[config.mk]
export PLATFORM = sky130hd
export DESIGN_NAME = mux_alu_core_flat
export DESIGN_NICKNAME = d
export VERILOG_FILES = /design/src/rtl/mux_alu_core_if.sv /design/src/rtl/mux_alu_core.sv /design/src/flat_wrapper.sv
export SDC_FILE = /design/constraint.sdc
export NUM_CORES = 1
export LEC_CHECK = 0
export CORE_UTILIZATION = 50
export DETAILED_ROUTE_END_ITERATION = 10
export PLACE_DENSITY = 0.84
export RECOVER_POWER = 25
export SETUP_SLACK_MARGIN = 0.05
export SLEW_MARGIN = 20
export SYNTH_ARGS = -nofsm -noshare
export SYNTH_HDL_FRONTEND = slang
export SYNTH_SLANG_ARGS = --single-unit
export TNS_END_PERCENT = 30
[constraint.sdc]
create_clock -name clk -period 20 [get_ports clk]
set_input_delay 3 -clock clk [delete_from_list [all_inputs] [get_ports clk]]
set_output_delay 3 -clock clk [all_outputs]
set_load 0.05 [all_outputs]
[src/rtl/mux_alu_core_if.sv]
// Operand/result channel between a mux/ALU stimulus source (master) and mux_alu_core (slave).
interface mux_alu_core_if #(
    parameter int DW    = 32,
    parameter int CNT_W = 16
);
    logic [DW-1:0]    A;
    logic [DW-1:0]    B;
    logic [DW-1:0]    C;
    logic [DW-1:0]    D;
    logic [2:0]       sel;
    logic             in_valid;
    logic             in_ready;
    logic [DW:0]      out;
    logic [2:0]       out_sel;
    logic             out_valid;
    logic             out_ready;
    logic [CNT_W-1:0] txn_count;

    modport master (
        output A, B, C, D, sel, in_valid, out_ready,
        input  in_ready, out, out_sel, out_valid, txn_count
    );

    modport slave (
        input  A, B, C, D, sel, in_valid, out_ready,
        output in_ready, out, out_sel, out_valid, txn_count
    );
endinterface

[src/rtl/mux_alu_core.sv]
// Two-stage 4-operand ALU/mux with running accumulator and valid/ready backpressure.
module mux_alu_core #(
    parameter int DW    = 32,
    parameter int CNT_W = 16
) (
    input  logic           clk,
    input  logic           rst,
    mux_alu_core_if.slave  bus
);
    logic [DW-1:0]    r_s1_a;
    logic [DW-1:0]    r_s1_b;
    logic [DW-1:0]    r_s1_c;
    logic [DW-1:0]    r_s1_d;
    logic [2:0]       r_s1_sel;
    logic             r_s1_valid;
    logic [DW:0]      r_out;
    logic [2:0]       r_out_sel;
    logic             r_out_valid;
    logic [DW-1:0]    r_acc;
    logic [CNT_W-1:0] r_txn_count;

    logic             w_s2_adv;
    logic             w_s1_adv;
    logic             w_accept;
    logic             w_move;
    logic [DW:0]      w_result;
    logic [DW-1:0]    w_acc_next;

    assign w_s2_adv = !r_out_valid || bus.out_ready;
    assign w_s1_adv = !r_s1_valid || w_s2_adv;
    assign w_accept = bus.in_valid && w_s1_adv;
    assign w_move   = r_s1_valid && w_s2_adv;

    assign bus.in_ready  = w_s1_adv;
    assign bus.out       = r_out;
    assign bus.out_sel   = r_out_sel;
    assign bus.out_valid = r_out_valid;
    assign bus.txn_count = r_txn_count;

    // Result and next accumulator both derive from the S1 contents, so
    // consecutive accumulator ops chain without a bubble.
    always_comb begin
        w_result   = '0;
        w_acc_next = r_acc;
        case (r_s1_sel)
            3'd0: w_result = {1'b0, r_s1_a} + {1'b0, r_s1_b};
            3'd1: w_result = {1'b0, r_s1_a} - {1'b0, r_s1_b};
            3'd2: w_result = {1'b0, r_s1_c} + {1'b0, r_s1_d};
            3'd3: w_result = {1'b0, r_s1_c} - {1'b0, r_s1_d};
            3'd4: w_result = {1'b0, r_s1_a & r_s1_b};
            3'd5: w_result = {1'b0, r_s1_c | r_s1_d};
            3'd6: begin
                w_result   = {1'b0, r_acc};
                w_acc_next = '0;
            end
            default: begin
                w_result   = {1'b0, r_acc} + {1'b0, r_s1_a};
                w_acc_next = w_result[DW-1:0];
            end
        endcase
    end

    always_ff @(posedge clk or posedge rst) begin
        if (rst) begin
            r_s1_a      <= '0;
            r_s1_b      <= '0;
            r_s1_c      <= '0;
            r_s1_d      <= '0;
            r_s1_sel    <= '0;
            r_s1_valid  <= 1'b0;
            r_out       <= '0;
            r_out_sel   <= '0;
            r_out_valid <= 1'b0;
            r_acc       <= '0;
            r_txn_count <= '0;
        end else begin
            if (w_accept) begin
                r_s1_a      <= bus.A;
                r_s1_b      <= bus.B;
                r_s1_c      <= bus.C;
                r_s1_d      <= bus.D;
                r_s1_sel    <= bus.sel;
                r_txn_count <= r_txn_count + 1'b1;
            end
            if (w_s1_adv) begin
                r_s1_valid <= w_accept;
            end
            if (w_s2_adv) begin
                r_out_valid <= r_s1_valid;
            end
            if (w_move) begin
                r_out     <= w_result;
                r_out_sel <= r_s1_sel;
                r_acc     <= w_acc_next;
            end
        end
    end
endmodule

[src/flat_wrapper.sv]
// flat-port wrapper written by rule: the top's interface ports become plain ports
module mux_alu_core_flat 
#(
    parameter int DW    = 32,
    parameter int CNT_W = 16
)
  (clk, rst, bus_A, bus_B, bus_C, bus_D, bus_sel, bus_in_valid, bus_out_ready, bus_in_ready, bus_out, bus_out_sel, bus_out_valid, bus_txn_count);
  mux_alu_core_if #(.DW(DW), .CNT_W(CNT_W)) bus_i ();
  input  logic clk;
  input  logic rst;
  input wire logic [$bits(bus_i.A)-1:0] bus_A;
  input wire logic [$bits(bus_i.B)-1:0] bus_B;
  input wire logic [$bits(bus_i.C)-1:0] bus_C;
  input wire logic [$bits(bus_i.D)-1:0] bus_D;
  input wire logic [$bits(bus_i.sel)-1:0] bus_sel;
  input wire logic [$bits(bus_i.in_valid)-1:0] bus_in_valid;
  input wire logic [$bits(bus_i.out_ready)-1:0] bus_out_ready;
  output wire logic [$bits(bus_i.in_ready)-1:0] bus_in_ready;
  output wire logic [$bits(bus_i.out)-1:0] bus_out;
  output wire logic [$bits(bus_i.out_sel)-1:0] bus_out_sel;
  output wire logic [$bits(bus_i.out_valid)-1:0] bus_out_valid;
  output wire logic [$bits(bus_i.txn_count)-1:0] bus_txn_count;
  assign bus_i.A = bus_A;
  assign bus_i.B = bus_B;
  assign bus_i.C = bus_C;
  assign bus_i.D = bus_D;
  assign bus_i.sel = bus_sel;
  assign bus_i.in_valid = bus_in_valid;
  assign bus_i.out_ready = bus_out_ready;
  assign bus_in_ready = bus_i.in_ready;
  assign bus_out = bus_i.out;
  assign bus_out_sel = bus_i.out_sel;
  assign bus_out_valid = bus_i.out_valid;
  assign bus_txn_count = bus_i.txn_count;
  mux_alu_core #(.DW(DW), .CNT_W(CNT_W)) u_core (.clk(clk), .rst(rst), .bus(bus_i));
endmodule
* Yosys cells after proc, flatten, opt, wreduce, memory -nomap -nowiden
Index checks and enable logic that the tools add are counted.
** Word-level totals
- Flip-flop bits (word level) :: 217
- Output and inout port bits :: 54
- Input bits :: 135
** Operators by class
- Bitwise gates (word level) :: 3
- Reductions and logical operators :: 9
- Add/sub/neg operators :: 6
- Eq/ne operators :: 6
- Muxes and demuxes :: 2
** Operator list (number)
- $pmux 33 s7 :: 1
- $add 32x32->33 :: 3
- $sub 32x32->33 :: 2
- $pmux 32 s2 :: 1
- $and 32x32->32 :: 1
- $or 32x32->32 :: 1
- $add 16x1->16 const B :: 1
- $eq 3x3->1 const B :: 3
- $eq 3x2->1 const B :: 2
- $reduce_or 6->1 :: 1
- $eq 3x1->1 const B :: 1
- $logic_not 3->1 :: 1
- $logic_and 1x1->1 :: 2
- $logic_not 1->1 :: 2
- $logic_or 1x1->1 :: 2
- $reduce_and 2->1 :: 1
- $not 1->1 :: 1

* Logic depth before layout (Yosys ltp)
- Depth in word-level cells :: 4
- Mapped depth :: 18
- Mapped depth without buffers :: 18

* Worst setup path after synthesis
No wires, ideal clock.
- Kind :: input-to-output
- From :: input bus_out_ready
- To :: output bus_in_ready
- Stages :: 1
- Path buffers :: 0
- Data arrival time :: 3.484 ns
- Data required time :: 17.000 ns
- Slack :: 13.516 ns
- Cell sequence :: nand3b_1
** Between the ends
- Cells in the longest elaborated chain, start to end :: 2
** Ends and longest elaborated chain
- start, declared :: line flat_wrapper.sv:17 : input wire logic [$bits(bus_i.out_ready)-1:0] bus_out_ready;
- $logic_or 1x1->1 :: line mux_alu_core.sv:29 : assign w_s2_adv = !r_out_valid || bus.out_ready;
- $logic_or 1x1->1 :: line mux_alu_core.sv:30 : assign w_s1_adv = !r_s1_valid || w_s2_adv;
- end, declared :: line flat_wrapper.sv:18 : output wire logic [$bits(bus_i.in_ready)-1:0] bus_in_ready;
Every way passes these cells.

==> reports/qor.yml <==
hp-class: "reg2reg"
dp.cells: 2225
initial_core_util_pct: 51.1
synth_top_area_share_pct: 34.4
synth_cell_types: 87
htree_num_levels: 1
final-max-slew-violation-count: 152
synth_common_cells: "217 x dfrtp_1, 147 x nand2_1, 129 x a21oi_1"
diodes: 0
gr-usage-met1_pct: 42.1
area_growth_syn_to_layout_pct: 19.1
final_cells: 2267
maxCapViolations: 1
leakage_nw: 8.12
synth_top_area_cell: "dfrtp_1"
ir_worst_vdd_uv: 71.4
track_usage_pct: 28.3
yosys_warnings: 0
crit_type: "in2async"
slowest_delay_ps: 3700
cp_max_fo: 151
r2r_cells: 15
rows: 64
drtIter0Drc: 1426
period_share_pct: 39.7
post_cts_buffers: 0
rsz0062_at_grt: "no"
synth_edf_count: 0
ios: 189
vias: 14300
critPathBufInv: 2
dp_hpwl_mm: 35.5
grt_pass1_wl_mm: 73.6
critPathLaunch: "rst"
cts_sinks: 217
holdBufCountCts: 0
hold_viol_final: 0
ys_ff_latch: 217
gp_congestion: 0.964
reg2reg_slack_ps: 14860
use_met3_pct: 4.34
cts_buffers: 24
min_period_ps: 7940
r2r-end: "u_core.bus.out[25]"
clkTransAtPathRegs_ps: 60
tightest_slew_ps: 6650
cp.required_ps: 19400
antenna_found_initial: 0
crit_chain: "dlygate4sd3_1 > clkinvlp_2"
stdcell_area_um2: 18800
cpLargestDelayFamily: "buffers and inverters"
yosysSeqAreaShare_pct: 34.4
pre_cts_slack_ps: 12550
grt.met2_usage_pct: 42.1
power_mw: 2.50
syn_area_um2: 15800
drtPass1Iterations: 9
cp-endpoint: "u_core.r_s1_a[20]"
finalWirelength_mm: 46.6
syn_inst: 1709
endpoint_kind: "asynchronous set/reset pin"
portBuffers: 188
critical_path.slowest_cell: "clkinvlp_2"
max_slew_margin_pct: -346
cts-root-buf: "clkbuf_16"
cp-start-kind: "input port"
core_area_um2: 30800
post_dp_cell_area_um2: 18000
drive_above_1_share_pct: 11.1
synth_nets: 1948
wl_per_cell_um: 20.6
yosys-top-cells-area: "dfrtp_1 34%, mux2_2 8.6%, ha_1 8.0%"
status: "finished with violations"
synth_area_per_cell_um2: 9.23
power.density_nw_per_um2: 133
busiest_layer: "met2"
overflow: 0
viasPerCell: 6.29
synth_ff_type: "dfrtp_1"
clockBufferDepth: 3
die_h_um: 180
nets: 2094
tns_ps: 0
cts-resized-gates: 0
synthArstFlopShare_pct: 100
fp.dieW_um: 180
grt_max_degree: 152
first_global_vias: 13400
crit_cells: 2
fin_ws_ps: 12060
violations: "DRC, capacitance limit, slew limit"
cts_tree: "built"
skew_ps: 18.9
clkLatencyLatePin_ps: 550
dieArea_um2: 32200
ant_nets: 0
setup_viol: 0
maxClockFrequency_ghz: 0.126
drc: 7
reg2reg_from: "u_core.r_s1_sel[2]"
cp.arrival_ps: 7340
synth_most_common_cell: "dfrtp_1"
-- logic make-up after synthesis --
kind of cell               share of synthesized area [%]
adders and majority gates                           8.40
DFF                                                 34.4
AOI/OAI and AO/OA                                   22.8
xor gates and xnor gates                            8.33
buffers and inverters                               2.77
muxes                                               9.28
and+or+nand+nor                                     14.0
-- cell usage in the layout, fill, tap and decap left out, drive strengths merged, types with 15 or more instances in the layout --
cell type	count
nand2	148
and3	20
buf	15
a32oi	16
clkbuf	36
clkdlybuf4s50	186
xor2	70
o31ai	16
dfrtp	217
o22ai	20
inv	31
a21oi	130
a31oi	33
o21ai	124
xnor2	80
ha	101
nand2b	22
mux2	120
a22o	25
a21o	64
nand3	57
nand4	17
nor2	105
a211oi	17
nor3	20
-- stage by stage --
step,util (%),hold slack (ps)
after floorplan,-,471
final,60.9,479
after CTS,60.9,478
after detailed placement,58.3,470
after global placement,58.3,464
after global routing,60.9,512
-- worst min path at each step --
stage                                   startpoint                  endpoint  slack [ps]  cells past startpoint
after floorplan                  u_core.r_s1_valid      u_core.bus.out_valid         470                      1
after global placement    u_core.bus.txn_count[15]  u_core.bus.txn_count[15]         460                      1
after detailed placement  u_core.bus.txn_count[15]  u_core.bus.txn_count[15]         470                      1
after CTS                 u_core.bus.txn_count[15]  u_core.bus.txn_count[15]         480                      1
after global routing             u_core.bus.out[0]         u_core.bus.out[0]         510                      2
final                     u_core.bus.txn_count[15]  u_core.bus.txn_count[15]         480                      1
-- area by class of cell --
class | count | area, um^2
fill | 2567 | 12100
multi-input combinational | 1377 | 9920
sequential | 217 | 5430
timing repair buffer | 203 | 1990
clock buffer | 36 | 706
tap | 396 | 495
inverter | 32 | 121
clock inverter | 6 | 105
-- registers in the layout (all words and copies together) (netlist names) --
| register | count |
|---|---|
| u_core.r_s1_valid | 1 |
| u_core.r_s1_b | 32 |
| u_core.r_s1_c | 32 |
| u_core.r_s1_d | 32 |
| u_core.bus.out | 33 |
| u_core.bus.out_sel | 3 |
| u_core.bus.txn_count | 16 |
| u_core.r_acc | 32 |
| u_core.bus.out_valid | 1 |
| u_core.r_s1_sel | 3 |
| u_core.r_s1_a | 32 |
-- routing by layer --
| metal | up-vias | share of wire [%] |
|---|---|---|
| met2 | 710 | 42 |
| met4 | 0 | 3.1 |
| met5 | - | 0 |
| met1 | 6832 | 46 |
| li1 | 6617 | - |
| met3 | 93 | 8.8 |
-- where the power goes --
part / internal [mW] / switching [mW]
Sequential: 0.544 / 0.130
Clock: 0.270 / 0.186
Combinational: 0.552 / 0.822
Total: 1.37 / 1.14
No activity file was read; power rests on OpenSTA's default activity.
